**src/rtl/aes_round_pipe.sv**
```systemverilog
`default_nettype none
// ============================================================================
// aes_round_pipe : elastic valid/ready register pipe for AES round state, key,
//                  Rcon and last-round flag. Optional macro: AES_PIPE_PARITY_EN
// Rev 1.0
// ============================================================================
module aes_round_pipe #(
  parameter int DATA_W = 128,
  parameter int KEY_W  = 128,
  parameter int RCON_W = 8,
  parameter int DEPTH  = 2
) (
  input  logic                         clock,
  input  logic                         reset,
  input  logic                         flush,
  input  logic                         in_valid,
  output logic                         in_ready,
  input  logic [DATA_W-1:0]            in_state,
  input  logic [KEY_W-1:0]             in_key,
  input  logic [RCON_W-1:0]            in_rcon,
  input  logic                         in_last,
  output logic                         out_valid,
  input  logic                         out_ready,
  output logic [DATA_W-1:0]            out_state,
  output logic [KEY_W-1:0]             out_key,
  output logic [RCON_W-1:0]            out_rcon,
  output logic                         out_last,
  output logic [$clog2(DEPTH+1)-1:0]   occupancy,
  output logic                         parity_err
);
  localparam int PW    = DATA_W + KEY_W + RCON_W + 1;
  localparam int OCC_W = $clog2(DEPTH + 1);

  logic [DEPTH-1:0]          vld_q;
  logic [DEPTH-1:0]          vld_d;
  logic [DEPTH-1:0]          en;
  logic [DEPTH-1:0]          up_vld;
  logic [DEPTH-1:0][PW-1:0]  pay_q;
  logic [PW-1:0]             in_pay;
  logic                      take;
  logic                      carry;
  logic [OCC_W-1:0]          occ_q;
  logic [OCC_W-1:0]          occ_d;

  assign in_pay = {in_state, in_key, in_rcon, in_last};

  // en[i]: register i may load this cycle (it is empty, or everything ahead of it
  // moves). Walking from the output back collapses bubbles in a single cycle.
  always_comb begin
    carry = out_ready;
    en    = '0;
    for (int i = DEPTH - 1; i >= 0; i--) begin
      carry = carry | ~vld_q[i];
      en[i] = carry;
    end
  end

  assign in_ready = en[0];
  assign take     = in_valid & en[0];

  always_comb begin
    up_vld    = '0;
    up_vld[0] = take;
    for (int i = 1; i < DEPTH; i++) begin
      up_vld[i] = vld_q[i-1];
    end
    vld_d = (en & up_vld) | (~en & vld_q);
    occ_d = '0;
    for (int i = 0; i < DEPTH; i++) begin
      occ_d = occ_d + OCC_W'(vld_d[i]);
    end
  end

  always_ff @(posedge clock) begin
    if (reset) begin
      vld_q <= '0;
      pay_q <= '0;
      occ_q <= '0;
    end else if (flush) begin
      vld_q <= '0;
      occ_q <= '0;
    end else begin
      vld_q <= vld_d;
      occ_q <= occ_d;
      if (take) begin
        pay_q[0] <= in_pay;
      end
      for (int i = 1; i < DEPTH; i++) begin
        if (en[i] && vld_q[i-1]) begin
          pay_q[i] <= pay_q[i-1];
        end
      end
    end
  end

  assign out_valid = vld_q[DEPTH-1];
  assign {out_state, out_key, out_rcon, out_last} = pay_q[DEPTH-1];
  assign occupancy = occ_q;

`ifdef AES_PIPE_PARITY_EN
  logic [DEPTH-1:0] par_q;
  logic             err_q;

  // Even parity: payload bits plus the carried parity bit XOR to zero.
  always_ff @(posedge clock) begin
    if (reset) begin
      par_q <= '0;
      err_q <= 1'b0;
    end else begin
      if (vld_q[DEPTH-1] && ((^pay_q[DEPTH-1]) != par_q[DEPTH-1])) begin
        err_q <= 1'b1;
      end
      if (!flush) begin
        if (take) begin
          par_q[0] <= ^in_pay;
        end
        for (int i = 1; i < DEPTH; i++) begin
          if (en[i] && vld_q[i-1]) begin
            par_q[i] <= par_q[i-1];
          end
        end
      end
    end
  end

  assign parity_err = err_q;
`else
  assign parity_err = 1'b0;
`endif

endmodule
`default_nettype wire
```
**config.mk**
```make
export PLATFORM = sky130hd
export DESIGN_NAME = aes_round_pipe
export DESIGN_NICKNAME = d
export VERILOG_FILES = /design/src/rtl/aes_round_pipe.sv
export SDC_FILE = /design/constraint.sdc
export NUM_CORES = 1
export LEC_CHECK = 0
export BUFFER_PORTS_ARGS = -buffer_cell sky130_fd_sc_hd__buf_4
export CORE_AREA = 2 2 261 238
export DETAILED_ROUTE_END_ITERATION = 8
export DIE_AREA = 0 0 263 240
export GPL_TIMING_DRIVEN = 0
export PLACE_DENSITY = 0.67
export REMOVE_ABC_BUFFERS = 1
export SLEW_MARGIN = 5
export SYNTH_ARGS = -nofsm -noshare
export SYNTH_HDL_FRONTEND = slang
export SYNTH_SLANG_ARGS = --single-unit
```
**constraint.sdc**
```tcl
create_clock -name clock -period 1.5 [get_ports clock]
set_input_delay 0.3 -clock clock [delete_from_list [all_inputs] [get_ports clock]]
set_output_delay 0.3 -clock clock [all_outputs]
set_load 0.005 [all_outputs]
```
; ---- Yosys cells after proc, flatten, opt, wreduce, memory -nomap -nowiden
; Index checks and enable logic that the tools add are counted.
[word_totals]
reg_bits = 534
latch_bits = 0
ram_bits = 0
rom_bits = 0
in_bits = 270
out_inout_bits = 270
wordCells = 19
memories = 0
[op_classes]
add_sub_neg = 1
multipliers = 0
div = 0
magnitude_cmp = 0
eq_ne = 0
shift = 0
n_mux = 0
n_bitwise = 10
reduce_logical = 4
[ops]
columns = cell, n
row1 = $and A2 B2 Y2, 2
row2 = $reduce_and A2 Y1, 2
row3 = $not A1 Y1, 3
row4 = $add A1 B1 Y2, 1
row5 = $not A2 Y2, 1
row6 = $or A1 B1 Y1, 2
row7 = $or A2 B2 Y2, 1
row8 = $reduce_or A2 Y1, 1
row9 = $and A1 B1 Y1, 1
row10 = $logic_and A1 B1 Y1, 1

; ---- Depth between registers and ports, before layout
[logic_depth]
word_depth = 7
depth_mapped = 7
depth_no_buf = 4

; ---- Worst setup path before layout
; No wires, ideal clock.
[synth_timing]
path_type = register to register
start = reg vld_q[1]
end = reg pay_q[100] in the netlist's numbering
setup_ns = 0.072
t_arrival_ns = 1.423
slack_ns = 0.006
path_stages_with_launch = 8
path_cell_list = dfxtp_1 > nor2b_1 > buf_2 > buf_6 > a21oi_4 > buf_6 > buf_8 > mux2i_1
[synth_via]
elab_chain_len = 5
[synth_rtl]
columns = element, line
row1 = start: declaration, 34  ; logic [DEPTH-1:0] vld_q;
row2 = start signal: assignment, 83  ; vld_q <= vld_d;
row3 = $not A1 Y1, 53  ; carry = carry | ~vld_q[i];
row4 = $or A1 B1 Y1 (2 in series), 53
row5 = $and A1 B1 Y1, 59  ; assign take = in_valid & en[0];
row6 = $reduce_and A2 Y1 (no source line), -
row7 = end signal: indexed assignment, 90  ; pay_q[i] <= pay_q[i-1];
row8 = end: declaration, 38  ; logic [DEPTH-1:0][PW-1:0] pay_q;
; No other way between the ends.
; A chain may end at the register's enable or synchronous reset.

; ---- Worst setup path after layout
[layout_timing]
start = reg vld_q[1]
end = reg pay_q[16] in the netlist's numbering
; The elaborated chain is that of the path after synthesis.

==> flow_metrics.env <==
export IMPL_regArea_um2=10700
export IMPL_dpl_instance_area_um2=26800
export IMPL_status="finished, violations left"
export IMPL_cp_start_kind="register"
export IMPL_period_needed_ns=2.01
export IMPL_cts_tree="done"
export IMPL_drt_iter0_markers=2017
export IMPL_vias_per_cell=5.59
export IMPL_wl_per_cell_um=25.5
export IMPL_syn_instance_count=2641
export IMPL_fin_util=0.637
export IMPL_netlist_cell_type_count=19
export IMPL_p_per_area_nw_per_um2=888
export IMPL_die_x_um=263
export IMPL_grt_overflow=0
export IMPL_place_inst=3511
export IMPL_grt_pass1_vias=22100
export IMPL_fin_cells=4130
export IMPL_endpoint_kind="register"
export IMPL_top_layer_used="met4"
export IMPL_clk_root_buffer_cell="clkbuf_16"
export IMPL_n_fill_cell=4197
export IMPL_wl_um=105000
export IMPL_rows=86
export IMPL_ios=540
export IMPL_clock_sinks=534
export IMPL_gp_congestion=0.782
export IMPL_yosys_area_top_type="dfxtp_1"
export IMPL_dieArea_um2=63100
export IMPL_htree_levels=2
export IMPL_drive_above_1_share=0.392
export IMPL_rr_worst_depth=7
export IMPL_leakage_uw=0.0148
export IMPL_violations="setup timing"
export IMPL_setup_viol=530
export IMPL_drc=0
export IMPL_fin_tns_setup_ns=-83.62
export IMPL_worstMarginPinSlew_ns=0.766
export IMPL_crit_type="reg2reg"
export IMPL_clk_path_buf_depth=3
export IMPL_crit_required_ns=1.93
export IMPL_crit_path_start="vld_q[1]$_SDFF_PP0_"
export IMPL_area_delta_synth_final_pct=60.7
export IMPL_min_from="in_state[106]"
export IMPL_worst_path_max_fanout=9
export IMPL_seq_area_frac_synth=0.446
export IMPL_slew_headroom=0.489
export IMPL_rsz0062_at_grt="true"
export IMPL_skew_ns=0.0157
export IMPL_met2_length_um=51200
export IMPL_cpMaxStageDelayCell="mux2i_1"
export IMPL_maxCapViolCount=0
export IMPL_finalHoldViolCount=0
export IMPL_drt_antenna_violating_nets=0
export IMPL_core_area_um2=60500
export IMPL_finalInstanceArea_um2=38500
export IMPL_whs_ns=0.0716
export IMPL_cts_buffers=55
export IMPL_period_share=1.34
export IMPL_setup_slack_ns=-0.509
export IMPL_post_dp_hpwl_um=41000
export IMPL_portBuffers=538
export IMPL_die_h_um=240
export IMPL_cp_common_cell="buf_12"
export IMPL_timing_fmax_mhz=498
export IMPL_grt_pass1_wl_um=131000
export IMPL_synth_area_top_cells="dfxtp_1 (45%), nand2b_1 (14%), mux2i_1 (11%)"
export IMPL_clk_latency_ns=0.60
export IMPL_initial_core_util=0.396
export IMPL_hold_path_class="in2reg"
export IMPL_worstPathCellList="nor2b_4 -> a21oi_4 -> buf_12 -> buf_8 -> buf_12 -> buf_16 -> mux2i_1"
export IMPL_synth_top_area_share=0.446
export IMPL_ys_warn_count=0
export IMPL_clkTransAtPathRegs_ns=0.07
export IMPL_arrival_ns=2.44
export IMPL_wl_met1_um=38900
export IMPL_multiInputGateArea_um2=12300
export IMPL_vias=23100
export IMPL_r2r_start="vld_q[1]$_SDFF_PP0_"
export IMPL_whs_path_depth=3
export IMPL_synth_seq_cells=534
export IMPL_synth_area_per_cell_um2=9.07
export IMPL_ir_drop_uv=788
export IMPL_grt_max_degree=215
export IMPL_route_met3_wl_um=8000
export IMPL_antenna_found_initial=4
export IMPL_slew_violations=0
export IMPL_crit_path_max_incr_delay_ns=0.51
export IMPL_firstDrtPassIters=6
export IMPL_gr_usage_all_layers=0.264
export IMPL_synth_cell_area_um2=24000
export IMPL_nNetsFinal=3562
## logic make-up after synthesis
logic type	after synthesis	synth area share
AND/OR/NAND/NOR	806	0.197
flip-flops	534	0.446
AO/OA/AOI/OAI	532	0.112
buffers and inverters	502	0.134
multiplexers	265	0.111
adder cells (fa/ha/maj)	1	0.000522
other	1	0.000157
## through the flow
stage | power, uW | setup slack (ns)
2_1_floorplan | 16400 | -16.17
3_3_place_gp | 17800 | -42.18
3_5_place_dp | 17500 | -1.32
4_1_cts | 33400 | -0.280
5_1_grt | 35000 | -0.503
6_report | 34200 | -0.509
## placed cells by master (no fill, tap or decap), types with 2 or more instances in the layout
cell type / instances
clkbuf_8: 13
mux2i_4: 5
nor2b_4: 3
clkbuf_16: 105
nand3_1: 169
a21oi_1: 174
buf_4: 577
diode_2: 4
nand2b_4: 5
nand2b_2: 2
nand3_4: 38
buf_12: 52
buf_16: 96
clkinv_2: 15
mux2i_2: 5
buf_8: 23
a21oi_2: 91
nor3b_1: 4
bufinv_16: 7
o21ai_4: 38
buf_6: 26
clkbuf_1: 6
dfxtp_1: 532
nand2b_1: 531
dlygate4sd3_1: 266
o21ai_1: 46
o21ai_0: 40
o21ai_2: 141
nand3_2: 58
dfxtp_4: 2
mux2i_1: 255
## Yosys cell counts
| master | number |
|---|---|
| dfxtp_1 | 534 |
| nand2b_1 | 534 |
| buf_4 | 266 |
| a21oi_1 | 265 |
| mux2i_1 | 265 |
| nand3_1 | 265 |
| o21ai_0 | 256 |
| clkbuf_1 | 155 |
| buf_2 | 52 |
| buf_6 | 19 |
| buf_8 | 10 |
| o21ai_1 | 9 |
| nor3b_1 | 4 |
| nor2b_1 | 2 |
| a21o_1 | 1 |
| a21oi_4 | 1 |
| conb_1 | 1 |
| ha_1 | 1 |
| nand2_1 | 1 |
## worst paths after layout
path	slack, ns	end
max reg2reg	-0.51	pay_q[16]$_SDFFE_PP0P_
min	0.07	pay_q[243]$_SDFFE_PP0P_
max	-0.51	pay_q[16]$_SDFFE_PP0P_
min reg2reg	0.46	out_key[30]$_SDFFE_PP0P_
## area by class of cell
cell class	instances	share of cell area
repair buffers	1089	0.326
multi-input cells	1611	0.320
flip-flops and latches	534	0.278
clock buffers	76	0.0423
well taps	792	0.0257
clock inverters	24	0.00783
diodes	4	0.000260
## layer usage
metal,GRT usage,vias to the layer above
met5,0,-
met4,0.142,0
met3,0.0619,469
met2,0.458,1286
met1,0.303,11300
li1,-,10000
## state kept, by name, indices dropped and copies added, names as in the netlist
register   count
occupancy      2
out_key      128
out_last       1
out_rcon       8
out_state    128
pay_q        265
vld_q          2
## report_power, final
part / internal [uW] / switching (uW) / total, uW / leakage [uW]
combinational: 2410 / 1830 / 4240 / 0.00945
sequential: 14600 / 314 / 14900 / 0.00434
clock: 8750 / 6260 / 15000 / 0.000965
## what timing repair did
item                                    CTS  global route
gates resized for setup                 479           438
hold buffers                            266             0
cloned                                   77            56
endpoints found under the setup margin  534           519
pin swaps                               260           205
endpoints found under the hold margin   273             0
setup buffers                            90            52
## worst max-delay path, delay by kind of cell, from the launching register on
| kind | cells | cell delay [ns] |
|---|---|---|
| buf+inv | 4 | 0.56 |
| mux | 1 | 0.51 |
| flops | 1 | 0.34 |
| compound gates | 1 | 0.28 |
| simple gates | 1 | 0.14 |
(Power assumes the default switching activity.)
